===== src/rtl/cpu_ctrl_fsm.sv =====
// cpu_ctrl_fsm: multicycle control unit for the lab processor datapath.
// Decodes R/I/J/load-store instructions and sequences IR, accumulator, ALU
// result register, register file, memory handshake and program counter.
module cpu_ctrl_fsm #(
  parameter int unsigned DATA_W      = 16,
  parameter int unsigned NREG        = 8,
  parameter int unsigned IMM_SIGNED  = 0,
  parameter int unsigned MEM_TIMEOUT = 15
) (
  input  logic              clk,
  input  logic              reset,
  input  logic              run,
  input  logic [15:0]       instruction,
  input  logic              zero_flag,
  input  logic              mem_ack,
  output logic              ir_en,
  output logic              a_en,
  output logic              g_en,
  output logic [NREG-1:0]   reg_en,
  output logic [3:0]        mux_sel,
  output logic [2:0]        alu_sel,
  output logic [DATA_W-1:0] imm_val,
  output logic              mem_req,
  output logic              mem_we,
  output logic              wb_sel,
  output logic              pc_inc,
  output logic              pc_load,
  output logic              done,
  output logic              busy,
  output logic              timeout_err
);

  localparam int unsigned CNT_W   = (MEM_TIMEOUT < 2) ? 1 : $clog2(MEM_TIMEOUT);
  localparam logic [1:0] FMT_R    = 2'd0;
  localparam logic [1:0] FMT_I    = 2'd1;
  localparam logic [1:0] FMT_J    = 2'd2;
  localparam logic [1:0] FMT_LS   = 2'd3;
  localparam logic [3:0] SEL_IMM  = 4'd8;
  localparam logic [3:0] SEL_IDLE = 4'd15;

  typedef enum logic [2:0] {
    S_IDLE, S_FETCH, S_LOAD, S_EXEC, S_MEM, S_WB, S_DONE
  } state_t;

  state_t           r_state;
  logic [CNT_W-1:0] r_cnt;
  logic             r_err;
  logic             r_taken;

  logic [1:0]       w_fmt;
  logic [2:0]       w_op;
  logic [2:0]       w_rd;
  logic [2:0]       w_rs;
  logic [7:0]       w_imm;
  logic             w_rd_ok;
  logic             w_rs_ok;
  logic [3:0]       w_rd_sel;
  logic [3:0]       w_rs_sel;
  logic [NREG-1:0]  w_rd_onehot;
  logic             w_jump_taken;
  logic [DATA_W-1:0] w_imm_ext;
  logic [DATA_W-1:0] w_imm_zext;

  // Instruction field decode and register-index range checks
  assign w_fmt        = instruction[1:0];
  assign w_op         = instruction[4:2];
  assign w_rd         = instruction[15:13];
  assign w_rs         = instruction[12:10];
  assign w_imm        = instruction[12:5];
  assign w_rd_ok      = 32'(w_rd) < NREG;
  assign w_rs_ok      = 32'(w_rs) < NREG;
  assign w_rd_sel     = w_rd_ok ? 4'(w_rd) : SEL_IDLE;
  assign w_rs_sel     = w_rs_ok ? 4'(w_rs) : SEL_IDLE;
  assign w_rd_onehot  = w_rd_ok ? (NREG'(1) << w_rd) : '0;
  assign w_jump_taken = !w_op[0] || zero_flag;
  assign w_imm_zext   = DATA_W'(w_imm);
  assign w_imm_ext    = (IMM_SIGNED != 0) ? DATA_W'($signed(w_imm)) : w_imm_zext;

  // State sequencing, MEM cycle counter, sticky timeout and taken-jump flag
  always_ff @(posedge clk or posedge reset) begin
    if (reset) begin
      r_state <= S_IDLE;
      r_cnt   <= '0;
      r_err   <= 1'b0;
      r_taken <= 1'b0;
    end else if (run) begin
      case (r_state)
        S_IDLE:  r_state <= S_FETCH;
        S_FETCH: begin
          r_cnt   <= '0;
          r_taken <= 1'b0;
          case (w_fmt)
            FMT_J:   r_state <= S_EXEC;
            FMT_LS:  r_state <= S_MEM;
            default: r_state <= S_LOAD;
          endcase
        end
        S_LOAD:  r_state <= S_EXEC;
        S_EXEC: begin
          if (w_fmt == FMT_J) begin
            r_state <= S_DONE;
            r_taken <= w_jump_taken;
          end else begin
            r_state <= S_WB;
          end
        end
        S_MEM: begin
          if (mem_ack) begin
            r_state <= S_WB;
            r_cnt   <= '0;
          end else if (r_cnt == CNT_W'(MEM_TIMEOUT - 1)) begin
            r_state <= S_DONE;
            r_err   <= 1'b1;
            r_cnt   <= '0;
          end else begin
            r_cnt <= r_cnt + CNT_W'(1);
          end
        end
        S_WB:    r_state <= S_DONE;
        S_DONE:  r_state <= S_FETCH;
        default: r_state <= S_IDLE;
      endcase
    end
  end

  // Output decode from state, instruction and run; idle values when run is low
  always_comb begin
    ir_en       = 1'b0;
    a_en        = 1'b0;
    g_en        = 1'b0;
    reg_en      = '0;
    mux_sel     = SEL_IDLE;
    alu_sel     = 3'd0;
    imm_val     = '0;
    mem_req     = 1'b0;
    mem_we      = 1'b0;
    wb_sel      = 1'b0;
    pc_inc      = 1'b0;
    pc_load     = 1'b0;
    done        = 1'b0;
    busy        = (r_state != S_IDLE);
    timeout_err = r_err;
    if (run) begin
      case (r_state)
        S_FETCH: ir_en = 1'b1;
        S_LOAD: begin
          a_en    = 1'b1;
          mux_sel = w_rd_sel;
        end
        S_EXEC: begin
          if (w_fmt == FMT_J) begin
            imm_val = w_imm_zext;
            pc_load = w_jump_taken;
          end else begin
            g_en    = 1'b1;
            alu_sel = w_op;
            if (w_fmt == FMT_I) begin
              mux_sel = SEL_IMM;
              imm_val = w_imm_ext;
            end else begin
              mux_sel = w_rs_sel;
            end
          end
        end
        S_MEM: begin
          mem_req = 1'b1;
          mem_we  = w_op[0];
          if (w_op[0]) mux_sel = w_rd_sel;
        end
        S_WB: begin
          if (w_fmt == FMT_LS) begin
            wb_sel = 1'b1;
            if (!w_op[0]) reg_en = w_rd_onehot;
          end else begin
            reg_en = w_rd_onehot;
          end
        end
        S_DONE: begin
          done   = 1'b1;
          pc_inc = !r_taken;
        end
        default: ;
      endcase
    end
  end

endmodule


===== config.mk =====
export PLATFORM = sky130hd
export DESIGN_NAME = cpu_ctrl_fsm
export DESIGN_NICKNAME = d
export VERILOG_FILES = /design/src/rtl/cpu_ctrl_fsm.sv
export SDC_FILE = /design/constraint.sdc
export NUM_CORES = 1
export LEC_CHECK = 0
export CAP_MARGIN = 20
export CORE_ASPECT_RATIO = 1.75
export CORE_MARGIN = 8
export CORE_UTILIZATION = 40
export DETAILED_ROUTE_END_ITERATION = 6
export HOLD_SLACK_MARGIN = 0.15
export PLACE_DENSITY = 0.95
export SLEW_MARGIN = 20
export SYNTH_ARGS = -nofsm -noshare
export SYNTH_HDL_FRONTEND = slang
export SYNTH_SLANG_ARGS = --single-unit

===== constraint.sdc =====
create_clock -name clk -period 2.3 [get_ports clk]
set_input_delay 0.345 -clock clk [delete_from_list [all_inputs] [get_ports clk]]
set_output_delay 0.345 -clock clk [all_outputs]
set_load 0.02 [all_outputs]

# [Yosys cells after proc, flatten, opt, wreduce, memory -nomap -nowiden]
# Index checks and enable logic that the tools add are counted.
# W data, S select, Z words.
[totals] input_bits=21 output_inout_bits=42 wordCells=78 regBits=9
[classes] eq_ne=12 n_addsub=1 n_reduce_logical=12 mux=47 n_bitwise=1 shift=1
[ops] cell="$mux W8" n=8
[ops] cell="$mux W4" n=6
[ops] cell="$mux W1" n=22
[ops] cell="$pmux W3 S6" n=1
[ops] cell="$mux W3" n=5
[ops] cell="$pmux W4 S3" n=1
[ops] cell="$eq A3 B3 Y1 const B" n=3
[ops] cell="$pmux W4 S2" n=1
[ops] cell="$shl A1 B3 Y8 const A" n=1
[ops] cell="$eq A3 B2 Y1 const B" n=2
[ops] cell="$pmux W3 S2" n=1
[ops] cell="$add A4 B1 Y4 const B" n=1
[ops] cell="$eq A2 B2 Y1 const B" n=2
[ops] cell="$eq A4 B4 Y1 const B" n=1
[ops] cell="$reduce_and A2 Y1" n=2
[ops] cell="$reduce_and A4 Y1" n=1
[ops] cell="$reduce_bool A2 Y1" n=2
[ops] cell="$eq A3 B1 Y1 const B" n=1
[ops] cell="$logic_not A3 Y1" n=1
[ops] cell="$ne A3 B3 Y1 const B" n=1
[ops] cell="$reduce_and A3 Y1" n=1
[ops] cell="$reduce_bool A3 Y1" n=1
[ops] cell="$eq A2 B1 Y1 const B" n=1
[ops] cell="$logic_not A1 Y1" n=2
[ops] cell="other kinds (6)" n=6

# [Depth between registers and ports, before layout]
[logic_depth] ltp_word=5 depth_mapped=5 ltp_nobuf=5

# [Worst setup path before layout]
# OpenSTA, ideal clock, no wires.
[synth_path] kind="in2out" start="in instruction[0]" end="out reg_en[4]" cell_stages=4 t_arrival_ps=1569 path_buffers=0 required_ps=1955 slack_ps=386 cell_sequence="ha_1 a21boi_0 nand2_1 nor4_1"
[synth_via] elab_chain_len=4
[synth_lines] element="start, declared" line="13" rtl="input logic [15:0] instruction,"
[synth_lines] element="$eq A2 B2 Y1" line="171" rtl="if (w_fmt == FMT_LS) begin"
[synth_lines] element="$mux W8" line="171"
[synth_lines] element="$mux W8" line="144" rtl="case (r_state)"
[synth_lines] element="$mux W8" line="143" rtl="if (run) begin"
[synth_lines] element="end, declared" line="19" rtl="output logic [NREG-1:0] reg_en,"
# No other way between the ends.

# [Final worst setup path]
[layout_path] start="in instruction[0]" end="out mux_sel[1]"
[layout_via] elab_chain_len=5 word_cells_on_any_way=6 classes_between="eq/ne: 2; mux: 4"
[layout_lines] element="$eq A2 B1 Y1" line="157" rtl="if (w_fmt == FMT_I) begin"
[layout_lines] element="$mux W4" line="157"
[layout_lines] element="$mux W4 (*)" line="151" rtl="if (w_fmt == FMT_J) begin"
[layout_lines] element="$pmux W4 S3 (*)" line="144"
[layout_lines] element="$mux W4 (*)" line="143"
[layout_lines] element="end, declared" line="20" rtl="output logic [3:0] mux_sel,"
# Every way passes the cells marked *; elsewhere a longest branch is shown, timed or not.

==> results by group <==
Power and ir drop
  – P_leak: 0.8998 nW
  – PwrDens: 808.1 nW/um2
  – Power Total: 0.001349 W
  – Sw frac: 46.48%
  – Worst vdd ir: 0.6165 mV
  – Register share of total power: 22.4%
  – Clock share of power: 14.0%
  – Switch Pwr: 0.0006269 W
  – Comb pwr share: 63.6%
  – Int Power: 0.0007219 W

Placement
  – DP Wirelength: 3.103 mm
  – Placed insts: 224
  – RePlAce Congestion: 0.8134
  – Placed Area: 1675 um2
  – PortBufs: 54
  – Post-place setup slack: -0.4098 ns

Yosys
  – Synth cell types: 44
  – Compound-cell area share of the yosys netlist: 16.47%
  – Synth Area in XOR/XNOR: 1.659%
  – Most used DFF post-synth: dfrtp_1
  – Post-Synth Adder-Cell Area: 7.109%
  – Avg Cell Area, Syn: 7.765 um2
  – Sequential cell area fraction in the yosys report: 21.33%
  – Async SR Flop Fraction: 100.0%
  – Cells after synthesis: 136
  – Post-synth EDFFs: 0
  – Mapped cell area: 1056 um2
  – Largest family of logic cells by synthesized area: simple AND/OR/NAND/NOR gates
  – Post-synthesis simple-gate area fraction: 39.10%
  – Yosys Warn Count: 0
  – Flip-flop and latch count after synthesis: 9
  – Mux contribution to synthesized area: 2.014%

Worst hold path
  – HP Class: in2async

Routing
  – Initial DRC Count: 44
  – Wirelength per Cell: 16.59 um
  – WL met3: 284 um
  – DR pass1 iterations: 4
  – Top routing layer used: met4
  – DRC: 0
  – Routed Antenna Nets: 0
  – Via count: 1298
  – Met2 WL: 2.234 mm
  – Drt total wl: 3.798 mm
  – WL met1: 1.119 mm
  – Via/cell ratio: 5.668

Global routing
  – Grt ovf: 0
  – First-pass GRT wire length: 5.906 mm
  – GRT Resource Usage Total: 16.38%
  – Initial antenna violation count: 0
  – Pin count of the biggest net entering global routing: 14
  – Vias in the first global route: 1328

Layout
  – Design area: 1669 um2
  – Post-Layout Cell Count: 229
  – Commonest non-fill, non-tap cells in the layout: 22 x clkdlybuf4s50_1, 15 x buf_4, 12 x dlygate4sd2_1
  – Share of layout cells above drive strength 1: 23.15%
  – Commonest non-fill, non-tap cell in the layout: clkdlybuf4s50_1
  – Fin nets: 231
  – Inserted Diodes: 0
  – Area delta synth->final: 58.06%

Critical path
  – Arr. time, crit path: 1.92 ns
  – Crit-path leading delay family: buffers and inverters
  – Crit end category: primary output
  – Largest incremental delay on the critical path: 0.51 ns
  – CP max-delay cell: clkdlybuf4s50_1
  – Critical-path cell list: clkdlybuf4s50_1 -> buf_4 -> ha_1 -> and4bb_2 -> a32oi_1 -> nand3_1 -> buf_2
  – Crit start category: input port
  – Worst Path Required: 1.96 ns
  – Path type of the worst setup path: in2out
  – Crit path buffers/inverters: 3
  – Crit Path Max Fanout: 3

Floorplan
  – Die Wd: 54.84 um
  – Die Ht: 83.97 um
  – Initial Util: 42.37%
  – # IOs: 63
  – Core Region: 2492 um2
  – Full die area: 4605 um2
  – Site row count: 24

Job
  – Max-cap viol count: 0

Timing
  – Slew Limit Fails: 0
  – Setup slack after layout: 0.03103 ns
  – F_max: 440.7 MHz
  – Final hold violations: 0
  – Fin crit period: 2.269 ns
  – Fin Clk Skew: 0.004343 ns
  – Final TNS setup: 0 ns
  – Period Utilization, post-route: 98.65%
  – Final setup fails: 0

Clocking
  – Reg clk slew, reported paths: 0.05 ns
  – Worst-Skew Late Latency: 0.24 ns
  – CTS root buffer: clkbuf_8
  – CTS buffer count: 3
  – Longest Clk Path Bufs: 2
  – CTS Sinks: 9
  – CTS tree: yes
  – Htree depth: 1

Run status
  – Status: completed
## metrics by stage
| stage | util, % | hold WS, ns |
|---|---|---|
| 6_report | 66.97 | 0.3757 |
| 5_1_grt | 66.97 | 0.4287 |
| 4_1_cts | 68.98 | 0.3803 |
| 3_5_place_dp | 67.22 | 0.4668 |
| 3_3_place_gp | 67.22 | 0.4567 |
| 2_1_floorplan | - | 0.1729 |
## final timing paths
kind	from	cells after the start	slack [ns]	endpoint
max	instruction[0]	7	0.03	mux_sel[1]
min reg2reg	timeout_err$_DFFE_PP0P_	1	0.47	timeout_err$_DFFE_PP0P_
max in group asynchronous	reset	2	1.66	r_state[0]$_DFFE_PP0P_
min in group clk	timeout_err$_DFFE_PP0P_	1	0.47	timeout_err$_DFFE_PP0P_
min	reset	2	0.38	r_cnt[0]$_DFFE_PP0P_
max reg2reg	r_state[0]$_DFFE_PP0P_	4	0.60	r_state[1]$_DFFE_PP0P_
## flip-flops by register name, indices dropped and copies added (netlist names)
name         flops
r_taken          1
r_cnt            4
timeout_err      1
r_state          3
## cells by family after synthesis
logic type | count (synthesis)
other | 1
AOI/OAI and AO/OA | 23
muxes | 2
and+or+nand+nor | 69
adders and majority gates | 6
DFF | 9
xor gates and xnor gates | 2
buffers and inverters | 24
## routing by layer
| metal | vias to the layer above | global-route usage, % |
|---|---|---|
| met1 | 607 | 13.95 |
| li1 | 606 | - |
| met4 | 0 | 9.910 |
| met2 | 68 | 30.88 |
| met3 | 17 | 2.857 |
| met5 | - | 0 |
## power groups by stage
stage	combinational (W)	clock (W)	sequential [W]
after detailed placement	0.000876	0	0.000302
after global routing	0.000933	0.000193	0.000315
after floorplan	0.000574	0	0.000270
after global placement	0.000835	0	0.000298
final	0.000858	0.000189	0.000302
after CTS	0.000864	0.000189	0.000301
## cells in the mapped netlist (all sizes together) (2+ instances only)
| cell | count | area share [%] |
|---|---|---|
| a31o | 2 | 1.7 |
| o211ai | 3 | 2.1 |
| and3b | 2 | 1.7 |
| or3 | 2 | 1.2 |
| and3 | 4 | 2.4 |
| and2 | 8 | 4.7 |
| nor4 | 2 | 1.8 |
| nor2 | 10 | 3.6 |
| nand3 | 5 | 2.4 |
| ha | 6 | 7.1 |
| nor3 | 9 | 4.7 |
| buf | 11 | 7.3 |
| o21ai | 4 | 1.9 |
| a21oi | 2 | 0.95 |
| inv | 11 | 3.9 |
| nand2b | 5 | 3.0 |
| a32oi | 3 | 2.5 |
| nor2b | 7 | 4.1 |
| nand2 | 7 | 2.5 |
| clkbuf | 2 | 0.71 |
| dfrtp | 9 | 21 |
| nand4 | 3 | 1.8 |
| a41o | 2 | 1.9 |
## layout make-up
cell class / count / area, um2
fill: 212 / 823.3
multi-input combinational: 110 / 750.7
timing repair buffer: 69 / 574.3
sequential: 9 / 225.2
clock buffer: 4 / 45.04
inverter: 11 / 41.29
tap: 26 / 32.53
## timing repair
item / CTS / global route
pin swaps: 1 / 0
endpoints found under the hold margin: 0 / 0
endpoints found under the setup margin: 28 / 23
hold buffers: 0 / 0
setup buffers: 1 / 0
gates resized for setup: 56 / 27
Power figures use the tool's default switching activity.
